==> src/rtl/des128_pkg.sv <==
// Shared widths, round count and controller state encoding for the
// 128-bit expanded-DES round datapath.
package des128_pkg;

    localparam int unsigned NUM_ROUNDS = 16;
    localparam int unsigned HALF_W     = 64;
    localparam int unsigned RKEY_W     = 96;
    localparam int unsigned BLOCK_W    = 128;
    localparam int unsigned KIDX_W     = 4;

    typedef enum logic [1:0] {
        IDLE  = 2'd0,
        ROUND = 2'd1,
        DONE  = 2'd2
    } round_state_t;

endpackage

==> src/rtl/des128_round_ctrl_if.sv <==
// Block handshake, key-store fetch and result signals of the round controller.
interface des128_round_ctrl_if;
    import des128_pkg::*;

    logic                 in_valid;
    logic                 in_ready;
    logic [BLOCK_W-1:0]   in_block;
    logic                 in_decrypt;
    logic [KIDX_W-1:0]    key_idx;
    logic [RKEY_W-1:0]    round_key;
    logic                 out_valid;
    logic                 out_ready;
    logic [BLOCK_W-1:0]   out_block;
    logic                 busy;

    // Controller side
    modport slave (
        input  in_valid, in_block, in_decrypt, round_key, out_ready,
        output in_ready, key_idx, out_valid, out_block, busy
    );

    // Block source, key store and result sink side
    modport master (
        output in_valid, in_block, in_decrypt, round_key, out_ready,
        input  in_ready, key_idx, out_valid, out_block, busy
    );

endinterface

==> src/rtl/F_FUNCTION.sv <==
// Combinational Feistel round function: 64-bit half mixed with a 96-bit round key.
module F_FUNCTION
    import des128_pkg::*;
(
    input  logic [HALF_W-1:0] R,
    input  logic [RKEY_W-1:0] Key,
    output logic [HALF_W-1:0] F_out
);

    logic [HALF_W-1:0] t;
    logic [HALF_W-1:0] rot_l3;
    logic [HALF_W-1:0] rot_r7;

    assign t      = R ^ Key[HALF_W-1:0];
    assign rot_l3 = {t[HALF_W-4:0], t[HALF_W-1:HALF_W-3]};
    assign rot_r7 = {t[6:0], t[HALF_W-1:7]};

    // AND term supplies the nonlinearity; upper key word whitens both halves
    assign F_out  = rot_l3 ^ (t & rot_r7) ^ {2{Key[RKEY_W-1:HALF_W]}};

endmodule

==> src/rtl/des128_round_ctrl.sv <==
// Iterative 16-round Feistel controller sharing one F_FUNCTION instance and
// fetching one round key per cycle from the external key store.
module des128_round_ctrl
    import des128_pkg::*;
(
    input  logic                 clk,
    input  logic                 rst,
    des128_round_ctrl_if.slave   bus
);

    localparam logic [KIDX_W-1:0] LAST_CNT = KIDX_W'(NUM_ROUNDS - 1);

    round_state_t        state_q, state_d;
    logic [HALF_W-1:0]   l_q, l_d;
    logic [HALF_W-1:0]   r_q, r_d;
    logic                dec_q, dec_d;
    logic [KIDX_W-1:0]   cnt_q, cnt_d;
    logic [KIDX_W-1:0]   kidx_q, kidx_d;
    logic [KIDX_W-1:0]   cnt_nxt;
    logic [HALF_W-1:0]   f_out;

    F_FUNCTION u_f (
        .R     (r_q),
        .Key   (bus.round_key),
        .F_out (f_out)
    );

    always_ff @(posedge clk) begin
        if (rst) begin
            state_q <= IDLE;
            l_q     <= '0;
            r_q     <= '0;
            dec_q   <= 1'b0;
            cnt_q   <= '0;
            kidx_q  <= '0;
        end else begin
            state_q <= state_d;
            l_q     <= l_d;
            r_q     <= r_d;
            dec_q   <= dec_d;
            cnt_q   <= cnt_d;
            kidx_q  <= kidx_d;
        end
    end

    // Key index is registered one cycle ahead so it lines up with its round
    always_comb begin
        state_d = state_q;
        l_d     = l_q;
        r_d     = r_q;
        dec_d   = dec_q;
        cnt_d   = cnt_q;
        kidx_d  = kidx_q;
        cnt_nxt = cnt_q + KIDX_W'(1);

        case (state_q)
            IDLE: begin
                kidx_d = '0;
                if (bus.in_valid) begin
                    l_d     = bus.in_block[BLOCK_W-1:HALF_W];
                    r_d     = bus.in_block[HALF_W-1:0];
                    dec_d   = bus.in_decrypt;
                    cnt_d   = '0;
                    kidx_d  = bus.in_decrypt ? LAST_CNT : '0;
                    state_d = ROUND;
                end
            end
            ROUND: begin
                l_d   = r_q;
                r_d   = l_q ^ f_out;
                cnt_d = cnt_nxt;
                if (cnt_q == LAST_CNT) begin
                    kidx_d  = '0;
                    state_d = DONE;
                end else begin
                    kidx_d = dec_q ? (LAST_CNT - cnt_nxt) : cnt_nxt;
                end
            end
            DONE: begin
                kidx_d = '0;
                if (bus.out_ready) begin
                    state_d = IDLE;
                end
            end
            default: begin
                kidx_d  = '0;
                state_d = IDLE;
            end
        endcase
    end

    assign bus.in_ready  = (state_q == IDLE);
    assign bus.out_valid = (state_q == DONE);
    assign bus.busy      = (state_q != IDLE);
    assign bus.key_idx   = kidx_q;
    // Final swap: result leaves as {R16, L16}
    assign bus.out_block = {r_q, l_q};

endmodule

==> src/flat_wrapper.sv <==
// flat-port wrapper written by rule: the top's interface ports become plain ports
module des128_round_ctrl_flat import des128_pkg::*;
  (clk, rst, bus_in_valid, bus_in_block, bus_in_decrypt, bus_round_key, bus_out_ready, bus_in_ready, bus_key_idx, bus_out_valid, bus_out_block, bus_busy);
  des128_round_ctrl_if bus_i ();
  input  logic clk;
  input  logic rst;
  input wire logic [$bits(bus_i.in_valid)-1:0] bus_in_valid;
  input wire logic [$bits(bus_i.in_block)-1:0] bus_in_block;
  input wire logic [$bits(bus_i.in_decrypt)-1:0] bus_in_decrypt;
  input wire logic [$bits(bus_i.round_key)-1:0] bus_round_key;
  input wire logic [$bits(bus_i.out_ready)-1:0] bus_out_ready;
  output wire logic [$bits(bus_i.in_ready)-1:0] bus_in_ready;
  output wire logic [$bits(bus_i.key_idx)-1:0] bus_key_idx;
  output wire logic [$bits(bus_i.out_valid)-1:0] bus_out_valid;
  output wire logic [$bits(bus_i.out_block)-1:0] bus_out_block;
  output wire logic [$bits(bus_i.busy)-1:0] bus_busy;
  assign bus_i.in_valid = bus_in_valid;
  assign bus_i.in_block = bus_in_block;
  assign bus_i.in_decrypt = bus_in_decrypt;
  assign bus_i.round_key = bus_round_key;
  assign bus_i.out_ready = bus_out_ready;
  assign bus_in_ready = bus_i.in_ready;
  assign bus_key_idx = bus_i.key_idx;
  assign bus_out_valid = bus_i.out_valid;
  assign bus_out_block = bus_i.out_block;
  assign bus_busy = bus_i.busy;
  des128_round_ctrl u_core (.clk(clk), .rst(rst), .bus(bus_i));
endmodule
==> config.mk <==
export PLATFORM = sky130hd
export DESIGN_NAME = des128_round_ctrl_flat
export DESIGN_NICKNAME = d
export VERILOG_FILES = /design/src/rtl/des128_pkg.sv /design/src/rtl/des128_round_ctrl_if.sv /design/src/rtl/F_FUNCTION.sv /design/src/rtl/des128_round_ctrl.sv /design/src/flat_wrapper.sv
export SDC_FILE = /design/constraint.sdc
export NUM_CORES = 1
export LEC_CHECK = 0
export CORE_MARGIN = 1
export CORE_UTILIZATION = 30
export DETAILED_ROUTE_END_ITERATION = 8
export SYNTH_ARGS = -nofsm -noshare
export SYNTH_HDL_FRONTEND = slang
export SYNTH_SLANG_ARGS = --single-unit
==> constraint.sdc <==
create_clock -name clk -period 3.7 [get_ports clk]
set_input_delay 0.37 -clock clk [delete_from_list [all_inputs] [get_ports clk]]
set_output_delay 0.37 -clock clk [all_outputs]
set_load 0.05 [all_outputs]
==> run_results.csv <==
group,metric,value,unit
outcome,outcome,"complete, no violations",
synth,yosysWarnings,0,
drt,vias,8724,
sta,fin_tns_setup,0,ps
critical_path,worstPathMaxFanout,14,
sta,skew,12.9,ps
clock_network,hold_buffers,0,
global_routing,grt_pass1_vias,8369,
sta,final_hold_viol_count,0,
critical_path,crit_start,"u_core.state_q[0]",
clock_network,cts_resized,0,
drt,route.detailed.drc,0,
power_and_ir_drop,power,6.93,mW
die,rows,61,
critical_path,cp.buffers_inverters,2,
clock_network,htree_levels,4,
global_routing,grt_use_total,25.7,%
synth,synth_nets,1243,
sta,worstMarginPinSlew,1060,ps
die,dieWidth,170,um
power_and_ir_drop,p_int,4.18,mW
critical_path,critPathArrivalTime,2080,ps
synth,synth_cell_types,31,
critical_path,crit_chain,"nor2_2, inv_1, clkdlybuf4s50_1",
drt,ant_nets,0,
global_routing,grt_max_degree,73,
critical_path,cp_data_required_time,3330,ps
layout,fillCellCount,2768,
power_and_ir_drop,peakVddDrop,0.282,mV
die,die_h,170,um
synth,ys_seq_elements,139,
critical_path,r2r-start,"u_core.state_q[0]",
sta,min_period,2450,ps
sta,rsz0062_at_grt,"no",
critical_path,r2r-end,"u_core.l_q[32]",
power_and_ir_drop,p_per_area,532,nW/um^2
drt,dr.first_iter.drc_count,641,
clock_network,tritoncts,"done",
clock_network,clock_latency,430,ps
global_routing,antenna_found_initial,4,
placement,gp_congestion,0.868,
run,max_cap_violations,0,
clock_network,clock_sinks,139,
power_and_ir_drop,combPwrFrac,43.3,%
sta,slew_viol_final,0,
sta,finalSetupViolCount,0,
synth,synth_top_area_share,32.9,%
layout,syn_to_final_growth,53.8,%
synth,yosysTopAreaCell,"dfxtp_1",
drt,totalWireLength,38000,um
synth,syn_inst,1013,
critical_path,crit_cells,3,
sta,finalWorstSetupSlack,1250,ps
power_and_ir_drop,switching_share,39.6,%
critical_path,cp-start-kind,"register",
power_and_ir_drop,p_leak,4.65,nW
layout,fin_nets,1569,
critical_path,worstRegToRegCells,4,
die,ios,364,
layout,drive_above_1_share,5.70,%
placement,dp_hpwl,29300,um
sta,worst_hold_slack,370,ps
critical_path,ff2ff_setup_slack,1380,ps
die,core-area,27800,um^2
drt,viasPerCell,5.03,
sta,slew_headroom,29.6,%
critical_path,cp-endpoint,"bus_busy",
global_routing,grt_overflow,0,
synth,synth_area_leaders,"dfxtp_1 (33%), xnor2_1 (20%), nand2_1 (6.9%), xor2_1 (6.8%), nor2_1 (6.0%)",
power_and_ir_drop,pwr-share-seq,28.0,%
critical_path,crit_type,"reg2out",
hold_path,hold_path.class,"in2reg",
layout,final_cells,1733,
synth,syn_avg_cell_area,8.35,um^2
sta,period_share,66.3,%
critical_path,critPathTopFamily,"buffers and inverters",
clock_network,clkTransAtPathRegs,60,ps
die,initial_core_util,30.5,%
drt,routedWlPerCell,21.9,um
drt,first_pass_iters,5,
clock_network,numCtsBuffers,17,
placement,dp.cells,1698,
die,die_area,28900,um^2
layout,multi_input_area,5280,um^2
layout,regArea,2780,um^2
power_and_ir_drop,p_switching,2.74,mW
placement,port_buffers,363,
clock_network,clockRootBuffer,"clkbuf_16",
global_routing,grt_pass1_wl,54100,um
sta,fmax,407,MHz
synth,yosysSeqAreaShare,32.9,%
synth,syn_area,8460,um^2
clock_network,clockBufferDepth,2,
clock_network,post_cts_buffers,0,
critical_path,end_kind,"output port",
critical_path,max_stage_delay,790,ps
power_and_ir_drop,pwr-share-clk,28.7,%
placement,dp_slack,1050,ps
critical_path,cpMaxStageDelayCell,"clkdlybuf4s50_1",
## registers in the layout, summed over array words and instances (netlist names)
signal and flops:
u_core.r_q 64, u_core.dec_q 1, u_core.l_q 64, u_core.state_q 2, u_core.cnt_q 4, u_core.bus.key_idx 4
## metrics by stage
step	utilization, %	instance area [um^2]
after CTS	46.8	13000
final	46.8	13000
after global placement	44.4	12300
after global routing	46.8	13000
after floorplan	-	8460
after detailed placement	44.4	12300
## synth_stat cells
master      n
xnor2_1   197
nand2_1   156
dfxtp_1   139
nor2_1    136
xor2_1     66
o22ai_1    63
a22oi_1    44
a311oi_1   44
buf_2      38
o21ai_0    23
o21a_1     21
a311oi_2   20
clkbuf_1   19
buf_4      12
a21oi_1     9
inv_1       4
nor2b_1     4
a211oi_1    2
buf_6       2
buf_8       2
nand2b_1    2
a31oi_2     1
and2_1      1
ha_1        1
nand3_1     1
nand4_1     1
nor2_2      1
nor3b_1     1
o21ba_1     1
or2_1       1
or2_2       1
## routing by layer
| layer | GRT usage [%] | vias to the layer above | routed length [um] |
|---|---|---|---|
| met2 | 42.2 | 400 | 18100 |
| met5 | 0 | - | 13 |
| met4 | 8.15 | 2 | 756 |
| met1 | 33.9 | 4151 | 16700 |
| li1 | - | 4132 | - |
| met3 | 4.77 | 39 | 2410 |
## worst reg2reg max path: cells and delay by family (launching register included)
| kind | cells | cell delay (ps) |
|---|---|---|
| compound gates | 1 | 270 |
| simple gates | 2 | 890 |
| buf+inv | 1 | 390 |
| flops | 1 | 670 |
## cells in the final DEF (no fill, tap or decap), types with 2 or more instances in the layout
master	n
nor2_1	136
xnor2_1	197
a311oi_2	20
nor2b_1	3
o21ai_0	23
nand2b_2	2
clkbuf_1	2
inv_6	4
clkinv_4	2
bufinv_16	5
clkdlybuf4s50_1	362
inv_1	4
o22ai_1	63
or2_2	2
a311oi_1	44
diode_2	3
o21a_1	21
a21oi_1	9
clkbuf_16	17
dfxtp_1	139
buf_12	3
buf_4	15
a211oi_1	2
nand2_1	156
xor2_1	66
a22oi_1	44
## power groups by stage
stage	logic, mW	registers, mW	clock network (mW)
finish	3.00	1.94	1.99
global placement	2.99	1.97	0
global route	3.17	1.96	2.07
CTS	3.02	1.93	2.00
floorplan	1.34	2.54	0
detailed placement	3.00	1.96	0
## how the worst min path moves through the flow
stage	startpoint	endpoint	slack, ps	cells past startpoint
5_1_grt	rst	u_core.state_q[1]	390	2
4_1_cts	rst	u_core.state_q[1]	370	2
3_3_place_gp	u_core.cnt_q[1]	u_core.cnt_q[1]	510	2
6_report	rst	u_core.state_q[1]	370	2
2_1_floorplan	u_core.cnt_q[1]	u_core.cnt_q[1]	490	2
3_5_place_dp	u_core.l_q[10]	u_core.l_q[10]	520	2
## logic make-up (layout without fill, tap and decap cells)
kind of cell | after synthesis | count (layout) | share of synthesized area (%)
flip-flops | 139 | 139 | 32.9
other | 0 | 3 | 0
AND/OR/NAND/NOR | 305 | 305 | 13.9
XOR/XNOR | 263 | 263 | 27.2
adder cells (fa/ha/maj) | 1 | 1 | 0.148
buffers and inverters | 77 | 416 | 4.95
AO/OA/AOI/OAI | 228 | 228 | 20.9
## cell type report
| cell class | instances | share of cell area [%] |
|---|---|---|
| Clock inverter | 12 | 1.62 |
| Timing Repair Buffer | 380 | 29.2 |
| Sequential cell | 139 | 21.4 |
| Multi-Input combinational cell | 797 | 40.6 |
| Antenna cell | 3 | 0.0577 |
| Tap cell | 378 | 3.64 |
| Clock buffer | 20 | 3.43 |
| Inverter | 4 | 0.115 |
Power figures use the tool's default switching activity.
